[src/rtl/test_ctrl_sat_counter.sv]
// Saturating up-counter with synchronous clear.
module sat_counter #(
  parameter int W = 32
) (
  input  logic         clk,
  input  logic         clr,
  input  logic         inc,
  output logic [W-1:0] q
);

  logic [W-1:0] cnt_q;

  always_ff @(posedge clk) begin
    if (clr) begin
      cnt_q <= '0;
    end else if (inc && (cnt_q != '1)) begin
      cnt_q <= cnt_q + 1'b1;
    end
  end

  assign q = cnt_q;

endmodule

[config.mk]
export PLATFORM = sky130hd
export DESIGN_NAME = sat_counter
export DESIGN_NICKNAME = d
export VERILOG_FILES = /design/src/rtl/test_ctrl_sat_counter.sv
export SDC_FILE = /design/constraint.sdc
export NUM_CORES = 1
export LEC_CHECK = 0
export CAP_MARGIN = 10
export CORE_MARGIN = 2
export CORE_UTILIZATION = 32
export CTS_CLUSTER_SIZE = 16
export DETAILED_ROUTE_END_ITERATION = 6
export SLEW_MARGIN = 0
export SYNTH_ARGS = -nofsm -noshare
export SYNTH_HDL_FRONTEND = slang
export SYNTH_SLANG_ARGS = --single-unit
[constraint.sdc]
create_clock -name clk -period 3.1 [get_ports clk]
set_input_delay 0.31 -clock clk [delete_from_list [all_inputs] [get_ports clk]]
set_output_delay 0.31 -clock clk [all_outputs]
set_load 0.005 [all_outputs]
== After elaboration in Yosys (flattened, before gate mapping) ==
Index checks and enable logic that the tools add are counted.
Widths: inputs -> output; s select.

* Add/subtract/negate cells: 1
* Multiply operators: 0
* Div/mod/pow operators: 0
* $lt $le $gt $ge: 0
* Equality and inequality tests: 1
* Shift operators: 0
* Mux-type cells: 0
* Bitwise gates (word level): 0
* Reductions and logical operators: 1

{| class="wikitable"
|+ Operators with widths
! kind !! number
|-
| $add 32x1->32 const B || 1
|-
| $ne 32x32->1 const B || 1
|-
| $logic_and 1x1->1 || 1
|}

* Register bits after elaboration: 32
* Latch bits: 0
* Bits in writable memories: 0
* Bits in read-only memories: 0
* Input port bits: 3
* Output and inout port bits: 32
* Logic and storage cells: 4
* Memories kept: 0

== Logic depth before layout (Yosys ltp) ==
Gate-level depths: netlist of the first run.

* Depth in word-level cells: 2
* Mapped depth: 8
* Depth with buffers taken out: 6

== Worst setup path after synthesis of the first run ==
OpenSTA, ideal clock, no wires.

* Path kind: reg2reg
* Start: register cnt_q[21], in the netlist q[21]
* End: register cnt_q[30], in the netlist q[30]
* Library setup time: 0.070 ns
* Data arrival time: 2.068 ns
* Data required time: 3.030 ns
* Setup slack: 0.961 ns
* Cell stages (with the launch flop): 7
* Buffers on the path: 1
* Clock period less this slack: 2.139 ns
* Path through: dfxtp_1 -> and3_4 -> or3b_1 -> buf_2 -> or3_4 -> or4_1 -> a21oi_1

* Longest elaborated chain between the ends: 2
* Elaborated cells on any way between the ends: 3
* Classes of those cells: 1 x add/sub; 1 x eq/ne; 1 x reduce/logical

{| class="wikitable"
|+ Ends and longest elaborated chain
! element !! RTL line !! source
|-
| start, declared || 11 || <nowiki>logic [W-1:0] cnt_q;</nowiki>
|-
| start signal, assigned || 17 || <nowiki>cnt_q <= cnt_q + 1'b1;</nowiki>
|-
| parallel branches: the longest is 2 deep, another holds $add 32x1->32 || -- ||
|}

Several ways; the timed one is not identified.
A chain may end at the register's enable or synchronous reset.

== Final worst setup path of the first run ==
* Start: register cnt_q[21], in the netlist q[21]
* End: register cnt_q[26], in the netlist q[26]

Same word-level chain as after synthesis.

==> metrics.md, run 1 <==
| Metric | Value |
|---|---|
| Clk sinks | 32 |
| Most frequent standard cell in the layout excluding fill and tap cells | sky130_fd_sc_hd__clkdlybuf4s50_1 |
| Final hold violation count | 0 |
| Number of max-slew violations in the final report | 0 |
| Unique masters post-synth | 39 |
| Post-DP HPWL | 3100 um |
| Fraction of registers with async set or reset after synthesis | 0% |
| Via count | 1631 |
| Routed len/inst | 14.2 um |
| Fraction of synthesized cell area in xor and xnor cells | roughly 3.7% |
| Path length in cells of the critical path | 6 |
| Register share of total power | 53.9% |
| Count of buffers added by post-CTS timing repair for setup | 0 |
| Die area | 5830 um2 |
| Ys flop type | sky130_fd_sc_hd__dfxtp_1 |
| Largest buffer count on any clock path | 2 |
| Final design utilization | 43.2% |
| CTS Root Cell | sky130_fd_sc_hd__clkbuf_8 |
| Logic pwr share | 3.6% |
| CP max stage delay | 0.61 ns |
| Final count of negative-setup-slack endpoints | 0 |
| Initial antenna violation count | 0 |
| Combinational family with the most area after synthesis | simple AND/OR/NAND/NOR gates |
| Number of max-capacitance violations reported | 0 |
| Die H | 76.3 um |
| Launch point of the worst hold path | q[15] |
| Cell type of the slowest stage on the worst timing path | sky130_fd_sc_hd__nor4_2 |
| Layout Area Growth over Synthesis | 30.9% |
| Synth Cell Area | roughly 1700 um2 |
| Portion of the post-synthesis area used by sequential elements | 38.3% |
| Sort of element at the end of the critical path | flip-flop |
| Highest layer used for signal routing | met4 |
| Wire length of the first global-routing pass | roughly 7200 um |
| Sw Share | 21.7% |
| Result of the run | finished, final reports clean |
| Routed met1 length | 2050 um |
| Number of vias per cell | roughly 5.3 |
| Ordered cell list for the critical path | and3_4, or3b_1, nor4_2, buf_4, or4_1, a21oi_1 |
| Iteration-0 DRC Markers | 60 |
| NetSw | 169 uW |
| Post-Route WL | 4320 um |
| Fraction of synthesized area in multiplexers | 1.94% |
| Critical R2R Launch | q[21] |
| IR Drop Worst-Case VDD | 216 uV |
| Die Wd | 76.3 um |
| Vias in the first global route | about 1500 |
| Hold WC Path Type | flip-flop to flip-flop |
| Post-CTS resize count | 0 |
| Placeable Area | between 5000 and 6000 um2 |
| Worst-path fanout max | 15 |
| Max reg flops | 32 |
| Total gr overflow | 0 |
| Fraction of power consumed by the clock network | about 43% |
| Final period demand of the worst path | 2.39 ns |
| Worst setup endpoint | q[26] |
| Max H-tree Level | 2 |
| Post-synthesis area per instance | 8.41 um2 |
| Critical path startpoint category | flip-flop |
| Number of antenna cells inserted | 0 |
| Sum of met3 wire segment lengths after detailed routing | ~220 um |
| Classification of the worst setup path | flip-flop to flip-flop |
| Crit. Startpoint | q[21] |
| Smallest setup slack after layout | 0.714 ns |
| Clk_lat worst skew | 0.28 ns |
| Leakage power of the design | 0.000638 uW |
| TritonCTS clock tree | yes |
| Initial core utilization | roughly a third |
| Fin nets | 238 |
| IO Count | 35 |
| Final total negative setup slack | 0 ns |
| All-layer global routing usage | 15.0% |
| Post-synthesis register bit count | 32 |
| Number of buffers created by CTS | 5 |
| DRC Markers | 0 |
| Highest-count cells in the layout ignoring fill and taps | sky130_fd_sc_hd__clkdlybuf4s50_1, sky130_fd_sc_hd__dfxtp_1, sky130_fd_sc_hd__a21oi_1, sky130_fd_sc_hd__nor2_1, sky130_fd_sc_hd__nand3_1 |
| Share of the synthesized area in compound gates (AO/OA/AOI/OAI) | 18.8% |
| Num rows | 26 |
| Sum of met2 wire segment lengths after detailed routing | about 2000 um |
| Worst Hold Slack | 0.502 ns |
| Instance count of the mapped netlist | just under 200 |
| Routability Congestion | between 0.7 and 0.8 |
| Port Buf Inserts | 34 |
| Pin count of the biggest net entering global routing | 20 |
| Share of post-route cells with drive strength above 1 | 8.51% |
| Number of synthesized flops with an enable pin | 0 |
| First-pass iteration count of the detailed router | 4 |
| Worst-margin pin slew | ~0.63 ns |
| Hold-fix buffers, CTS | 0 |
| Clock Skews | between 0.005 and 0.006 ns |
| Number of warnings reported in the yosys synthesis log | 0 |
| Highest achievable clock rate | 0.419 GHz |
| Total power per unit cell area | 354 nW/um2 |
| Arrival time reported for the critical path endpoint | 2.53 ns |
| Endpoint of the worst-slack reg-to-reg timing path | q[26] |
| Part of the cycle the worst path needs | 77.0% |
| Post-synthesis share of cell area spent on full adders, half adders and majority gates | less than 1% |
| Data required, critical path | 3.24 ns |
| Number of nets still failing antenna checks after routing | 0 |
| Number of buffer and inverter stages on the critical path | 1 |
| Kind of cell adding the most delay to the critical path | simple AND/OR/NAND/NOR gates |
| Setup repair after global routing missed its margin | false |
| Internal power | roughly 610 uW |
| Clock-pin slew reported for the worst setup and hold paths after clock tree synthesis | 0.06 ns |
| R2R depth | 6 |
| Worst rel slew slack | approximately 58% |
| Simple-gate portion of the synthesized area | 33.4% |
| Syn nets | 203 |
| Worst slack after detailed placement | 0.538 ns |
| Setup slack of the most critical reg-to-reg path | roughly 0.71 ns |
==> layer usage <==
layer / vias to the layer above / track usage (%)
met5: - / 0
met3: 4 / 4.62
li1: 832 / -
met2: 28 / 24.2
met1: 767 / 19.0
met4: 0 / 4.91
==> Yosys cell counts, types with 6 or more instances <==
library cell | count | area, um2
sky130_fd_sc_hd__dfxtp_1 | 32 | 641
sky130_fd_sc_hd__a21oi_1 | 22 | 110
sky130_fd_sc_hd__nor2_1 | 14 | 52.6
sky130_fd_sc_hd__nand3_1 | 13 | 65.1
sky130_fd_sc_hd__o31ai_1 | 12 | 90.1
sky130_fd_sc_hd__or4_1 | 12 | 90.1
sky130_fd_sc_hd__nand2_1 | 10 | 37.5
sky130_fd_sc_hd__nand4_1 | 10 | 62.6
sky130_fd_sc_hd__or3_1 | 10 | 62.6
sky130_fd_sc_hd__clkbuf_1 | 8 | 30.0
sky130_fd_sc_hd__o21ai_0 | 8 | 40.0
sky130_fd_sc_hd__xnor2_1 | 6 | 52.6
==> through the flow <==
stage / instances / total power, uW / instance area, um2
finish: 305 / 776 / 2190
global route: 305 / 808 / 2190
CTS: 305 / 786 / 2190
detailed placement: 297 / 455 / 2100
global placement: 297 / 455 / 2100
floorplan: 199 / 441 / 1670
==> how the worst min path moves through the flow <==
stage                     depth (start not counted)     to  slack, ns
after global placement                            2  q[23]       0.49
after detailed placement                          2  q[15]       0.49
final                                             2  q[15]       0.50
after global routing                              2  q[27]       0.54
after CTS                                         2  q[15]       0.50
after floorplan                                   2  q[15]       0.48
==> cells by family after synthesis <==
| logic type | after synthesis |
|---|---|
| compound gates | 49 |
| xor+xnor | 7 |
| fa+ha+maj | 1 |
| buf+inv | 13 |
| flops | 32 |
| mux | 3 |
| simple gates | 94 |
==> worst register-to-register path, cell delays in order, from the launching register on <==
cell and delay (ns):
sky130_fd_sc_hd__dfxtp_1 0.41, sky130_fd_sc_hd__and3_4 0.25, sky130_fd_sc_hd__or3b_1 0.49, sky130_fd_sc_hd__nor4_2 0.61, sky130_fd_sc_hd__buf_4 0.30, sky130_fd_sc_hd__or4_1 0.13
sky130_fd_sc_hd__a21oi_1 0.05
==> power by group through the flow <==
stage          clock network [uW]  registers (uW)  logic [uW]
2_1_floorplan                   0             427        14.4
3_3_place_gp                    0             427        27.3
3_5_place_dp                    0             427        27.8
4_1_cts                       340             418        27.9
5_1_grt                       359             418        30.6
6_report                      330             418        27.6
==> cell type report <==
class	instances	area (um2)
sequential	32	641
clock buffer	8	90.1
inverter	2	7.51
fill	526	2880
tap	70	87.6
timing repair buffer	39	378
multi-input combinational	154	987
Note: power is estimated with default switching activity, not from simulation.
==> inputs of run 2 (changes only) <==
==> constraint.sdc (replaced) <==
create_clock -name clk -period 2.48 [get_ports clk]
set_input_delay 0.248 -clock clk [delete_from_list [all_inputs] [get_ports clk]]
set_output_delay 0.248 -clock clk [all_outputs]
set_load 0.005 [all_outputs]
==> run 2 against run 1 <==
  * Via count is 3.2% higher
  * Wire length is 1.6% lower
  * Highest routed layer unchanged
  * Non-clock buffer count is 10 higher
  * Core utilization is 1.7 points higher
==> metrics.md, run 2 (synthesis results as in run 1) <==
| Metric | Value |
|---|---|
| Final total negative setup slack | 0 ns (unchanged) |
| Total power per unit cell area | 428 nW/um2 (+21%) |
| Kind of cell adding the most delay to the critical path | simple AND/OR/NAND/NOR gates |
| Initial antenna violation count | 0 (unchanged) |
| Final hold violation count | 0 (unchanged) |
| Port Buf Inserts | 34 (unchanged) |
| Num rows | 26 (unchanged) |
| Max reg flops | 32 (unchanged) |
| Largest buffer count on any clock path | 2 (unchanged) |
| Ordered cell list for the critical path | and3_4, or3b_1, or3_4, or4_1, a21oi_1 |
| Worst slack after detailed placement | 0.212 ns (-0.326 ns) |
| First-pass iteration count of the detailed router | 4 (unchanged) |
| Post-CTS resize count | 0 (unchanged) |
| Iteration-0 DRC Markers | 69 (+15%) |
| Cell type of the slowest stage on the worst timing path | sky130_fd_sc_hd__or3b_1 |
| Post-DP HPWL | 3100 um (-0.18%) |
| Smallest setup slack after layout | 0.190 ns (-0.523 ns) |
| Hold WC Path Type | flip-flop to flip-flop |
| Highest achievable clock rate | 0.437 GHz (+4.2%) |
| Arrival time reported for the critical path endpoint | 2.50 ns (-0.03 ns) |
| Sort of element at the end of the critical path | flip-flop |
| Clk sinks | 32 (unchanged) |
| Count of buffers added by post-CTS timing repair for setup | 0 (unchanged) |
| Critical path startpoint category | flip-flop |
| Pin count of the biggest net entering global routing | 30 (+50%) |
| # fillers | 523 (-0.57%) |
| Number of max-capacitance violations reported | 0 (unchanged) |
| Share of post-route cells with drive strength above 1 | 12.2% (+3.7 points) |
| IR Drop Worst-Case VDD | 221 uV (+2.6%) |
| Layout Area Growth over Synthesis | 36.1% |
| IO Count | 35 (unchanged) |
| Clock Skews | 0.00340 ns (-0.00172 ns) |
| Die area | 5830 um2 (unchanged) |
| CTS Root Cell | sky130_fd_sc_hd__clkbuf_8 |
| Initial core utilization | 33.0% (unchanged) |
| CP max stage delay | 0.49 ns (-0.12 ns) |
| Data required, critical path | 2.69 ns (-0.55 ns) |
| Worst-margin pin slew | 0.549 ns (-0.0836 ns) |
| Leakage power of the design | 0.000693 uW (+8.6%) |
| Number of vias per cell | 5.34 (about the same) |
| Die H | 76.3 um (unchanged) |
| Final count of negative-setup-slack endpoints | 0 (unchanged) |
| Classification of the worst setup path | flip-flop to flip-flop |
| Hold-fix buffers, CTS | 0 (unchanged) |
| Worst rel slew slack | 62.5% (+5.0 points) |
| Final period demand of the worst path | 2.29 ns (-0.0965 ns) |
| Max H-tree Level | 2 (unchanged) |
| TritonCTS clock tree | yes |
| Clock-pin slew reported for the worst setup and hold paths after clock tree synthesis | 0.07 ns (about the same) |
| Post-Route WL | 4250 um (-1.6%) |
| Number of antenna cells inserted | 0 (unchanged) |
| Wire length of the first global-routing pass | 7110 um (-0.88%) |
| Clk_lat worst skew | 0.28 ns (about the same) |
| Number of buffer and inverter stages on the critical path | 0 (-1) |
| Total gr overflow | 0 (unchanged) |
| Setup repair after global routing missed its margin | false |
| Highest-count cells in the layout ignoring fill and taps | sky130_fd_sc_hd__clkdlybuf4s50_1, sky130_fd_sc_hd__dfxtp_1, sky130_fd_sc_hd__a21oi_1, sky130_fd_sc_hd__nor2_1, sky130_fd_sc_hd__buf_4 |
| Number of buffers created by CTS | 5 (unchanged) |
| DRC Markers | 0 (unchanged) |
| Via count | 1683 (+3.2%) |
| Total power consumption of the routed design | 974 uW (+26%) |
| All-layer global routing usage | 15.2% (+0.23 points) |
| Placeable Area | 5070 um2 (unchanged) |
| Result of the run | finished, final reports clean |
| Worst-path fanout max | 6 (-9) |
| Die Wd | 76.3 um (unchanged) |
| Most frequent standard cell in the layout excluding fill and tap cells | sky130_fd_sc_hd__clkdlybuf4s50_1 |
| Routability Congestion | 0.736 (-5.5%) |
| Routed len/inst | 13.5 um (-4.7%) |
| Vias in the first global route | 1455 (-0.82%) |
| Number of nets still failing antenna checks after routing | 0 (unchanged) |
| Fin nets | 248 (+4.2%) |
| Number of max-slew violations in the final report | 0 (unchanged) |
| Part of the cycle the worst path needs | 92.3% (+15 points) |
[run 2: report_power, final]
part | total [uW] | internal, uW | switching, uW
Sequential | 522 | 517 | 4.87
Combinational | 36.1 | 17.7 | 18.4
Clock | 416 | 226 | 190
[run 2: worst min-delay path: stages (launching register included)]
cell                      delay, ns
sky130_fd_sc_hd__dfxtp_1       0.33
sky130_fd_sc_hd__o31ai_1       0.07
sky130_fd_sc_hd__a21oi_1       0.05
[run 2: worst paths after layout]
kind | from | cells after the start | slack, ns | end
hold reg to reg | q[15] | 2 | 0.50 | q[15]
setup reg to reg | q[21] | 5 | 0.19 | q[30]
hold / removal | q[15] | 2 | 0.50 | q[15]
setup / recovery | q[21] | 5 | 0.19 | q[30]
[run 2: final cells by class]
type	instances	area [um2]	share of cell area [%]
flip-flops and latches	32	641	28.1
multi-input cells	154	987	43.3
repair buffers	49	465	20.4
clock buffers	8	90.1	3.95
well taps	70	87.6	3.84
inverters	2	7.51	0.329
[run 2: routing by layer]
layer	vias up	wire (um)	GRT usage, %
li1	855	-	-
met1	786	1970	20.4
met2	35	1990	23.3
met3	7	217	3.91
met4	0	69	6.18
met5	-	0	0
[run 2: metrics by stage]
stage          cells  util, %  area, um2  hold WS (ns)
6_report         315     44.9       2280         0.502
5_1_grt          315     44.9       2280         0.541
4_1_cts          315     44.9       2280         0.503
3_5_place_dp     307     43.1       2190         0.493
3_3_place_gp     307     43.1       2190         0.486
2_1_floorplan    199        -       1670         0.471
==> inputs of run 3 (changes only) <==
--- a/config.mk
+++ b/config.mk
@@ -5,6 +5,7 @@
 export SDC_FILE = /design/constraint.sdc
 export NUM_CORES = 1
 export LEC_CHECK = 0
+export ABC_CLOCK_PERIOD_IN_PS = 2480
 export CAP_MARGIN = 10
 export CORE_MARGIN = 2
 export CORE_UTILIZATION = 32
==> results of run 3 <==
No change in the layout: final DEF, timing and power equal those of run 2.
==> RTL edit (settings of run 3) <==
Add an input register stage for `clr` and `inc`, without a reset; this delays them by one clock.
--- a/src/rtl/test_ctrl_sat_counter.sv
+++ b/src/rtl/test_ctrl_sat_counter.sv
@@ -10,2 +10,10 @@
 
+  logic clr_q;
+  logic inc_q;
+
+  always_ff @(posedge clk) begin
+    clr_q <= clr;
+    inc_q <= inc;
+  end
+
   logic [W-1:0] cnt_q;
@@ -13,5 +21,5 @@
   always_ff @(posedge clk) begin
-    if (clr) begin
+    if (clr_q) begin
       cnt_q <= '0;
-    end else if (inc && (cnt_q != '1)) begin
+    end else if (inc_q && (cnt_q != '1)) begin
       cnt_q <= cnt_q + 1'b1;
Formal check against the unedited RTL: not equivalent (Yosys sat finds a counterexample within 4 cycles, from zero or initial values).
==> RTL edit against run 3 <==
- final area increased by 0.27%
- fmax increased by 1.2%
- sequential power is 7.3% higher
- total power is 3.8% higher
- critical endpoint is now q[31]$_SDFFE_PP0P_
- clock skew grew 2.7 ps
- clock power increased by 1%
- count of clock-buffer cells in the layout decreased by 1
- worst setup slack improved by 28 ps
- sequential cell count grew 2
- routed wire length is 3.5% higher
- global-route usage shrank 0.19 points
- synthesized area grew 2.4%
==> RTL edit: results (changes against run 3) <==
Final layout
  – Filler cells: 555 (+6.1%)
  – Post-route insts no fill: 314 (-0.32%)
  – Layout cells sized above 1: 0.115 (-0.00769)

STA
  – Slew HR: 0.562 (-0.0625)
  – Clock skew: 6.14 ps (+2.74 ps)

Global routing
  – First-pass GRT wire length: 7280 um (+2.3%)
  – Gr usage total: 0.150 (-0.00193)
  – Pin count of the biggest net entering global routing: 22 (-27%)

Worst hold path
  – HP Class: primary input to flip-flop
  – Hold Path Stages: 1 (-1)

Logic synthesis
  – Synth area leaders: dfxtp_1 40%, a21oi_1 6.4%, o31ai_1 5.3%, or4_1 5.3%, nand3_1 3.8%
  – Synth top cells by count: 34 x dfxtp_1, 22 x a21oi_1, 14 x nor2_1
  – Post-Synthesis Cells: 201 (+1.0%)
  – Syn nets: 205 (+0.99%)

Routing
  – Routed wire per std cell: 14.0 um (+3.9%)
  – Number of iterations in the first detailed-routing pass: 5 (+1)
  – Vias: 1703 (+1.2%)
  – DRT iter0 DRCs: 81 (+17%)

Worst setup path
  – Worst r2r src: q[13]$_SDFFE_PP0P_
  – Worst path max stage delay: 580 ps (+90 ps)
  – CP max stage cell: nor4_2

Placement
  – GPL Wtd Cong: 0.761 (+3.3%)
  – Pre-CTS setup slack: 247 ps (+35.2 ps)

Pwr
  – Worst IR Drop VDD: 0.000246 V (+11%)

Status
  – Status: finished clean
RTL edit: cell types whose count changed in the layout (fill, tap and decap cells not counted):
| cell | run 3 | this run |
|---|---|---|
| clkbuf_1 | 2 | 1 |
| buf_4 | 14 | 12 |
| dfxtp_1 | 32 | 34 |
| clkinv_2 | 0 | 1 |
| buf_12 | 1 | 0 |
RTL edit: metal layers:
layer	track usage	vias to the layer above	wire, um
met1	0.193	809	2110
met5	0	-	0
met4	0.0429	0	51
met2	0.246	39	2030
met3	0.0400	5	206
li1	-	850	-
RTL edit: path summary, 6_finish.rpt:
kind                             end  slack, ps
hold / removal         clr_q$_DFF_P_        410
setup reg to reg  q[31]$_SDFFE_PP0P_        220
hold reg to reg   q[15]$_SDFFE_PP0P_        500
setup / recovery  q[31]$_SDFFE_PP0P_        220
RTL edit: power breakdown:
part / leakage [uW] / internal, uW / switching [uW]
combinational: 0.000370 / 15.6 / 13.5
sequential: 0.000275 / 551 / 9.34
clock: 0.0000482 / 224 / 198
total: 0.000693 / 791 / 221
RTL edit: cell type report:
type / count / area (um2) / share of cell area
flip-flops and latches: 34 / 681 / 0.298
well taps: 70 / 87.6 / 0.0383
repair buffers: 46 / 430 / 0.188
inverters: 2 / 7.51 / 0.00329
clock buffers: 7 / 86.3 / 0.0378
multi-input cells: 154 / 987 / 0.432
clock inverters: 1 / 5.00 / 0.00219
RTL edit: cell families (layout without fill, tap and decap cells):
kind of cell             after synthesis  count (layout)  share of synthesized area
XOR/XNOR                               7               7                     0.0358
multiplexers                           3               3                     0.0190
flip-flops                            34              34                      0.397
AO/OA/AOI/OAI                         49              49                      0.184
AND/OR/NAND/NOR                       94              94                      0.326
adder cells (fa/ha/maj)                1               1                    0.00730
buffers and inverters                 13              56                     0.0307
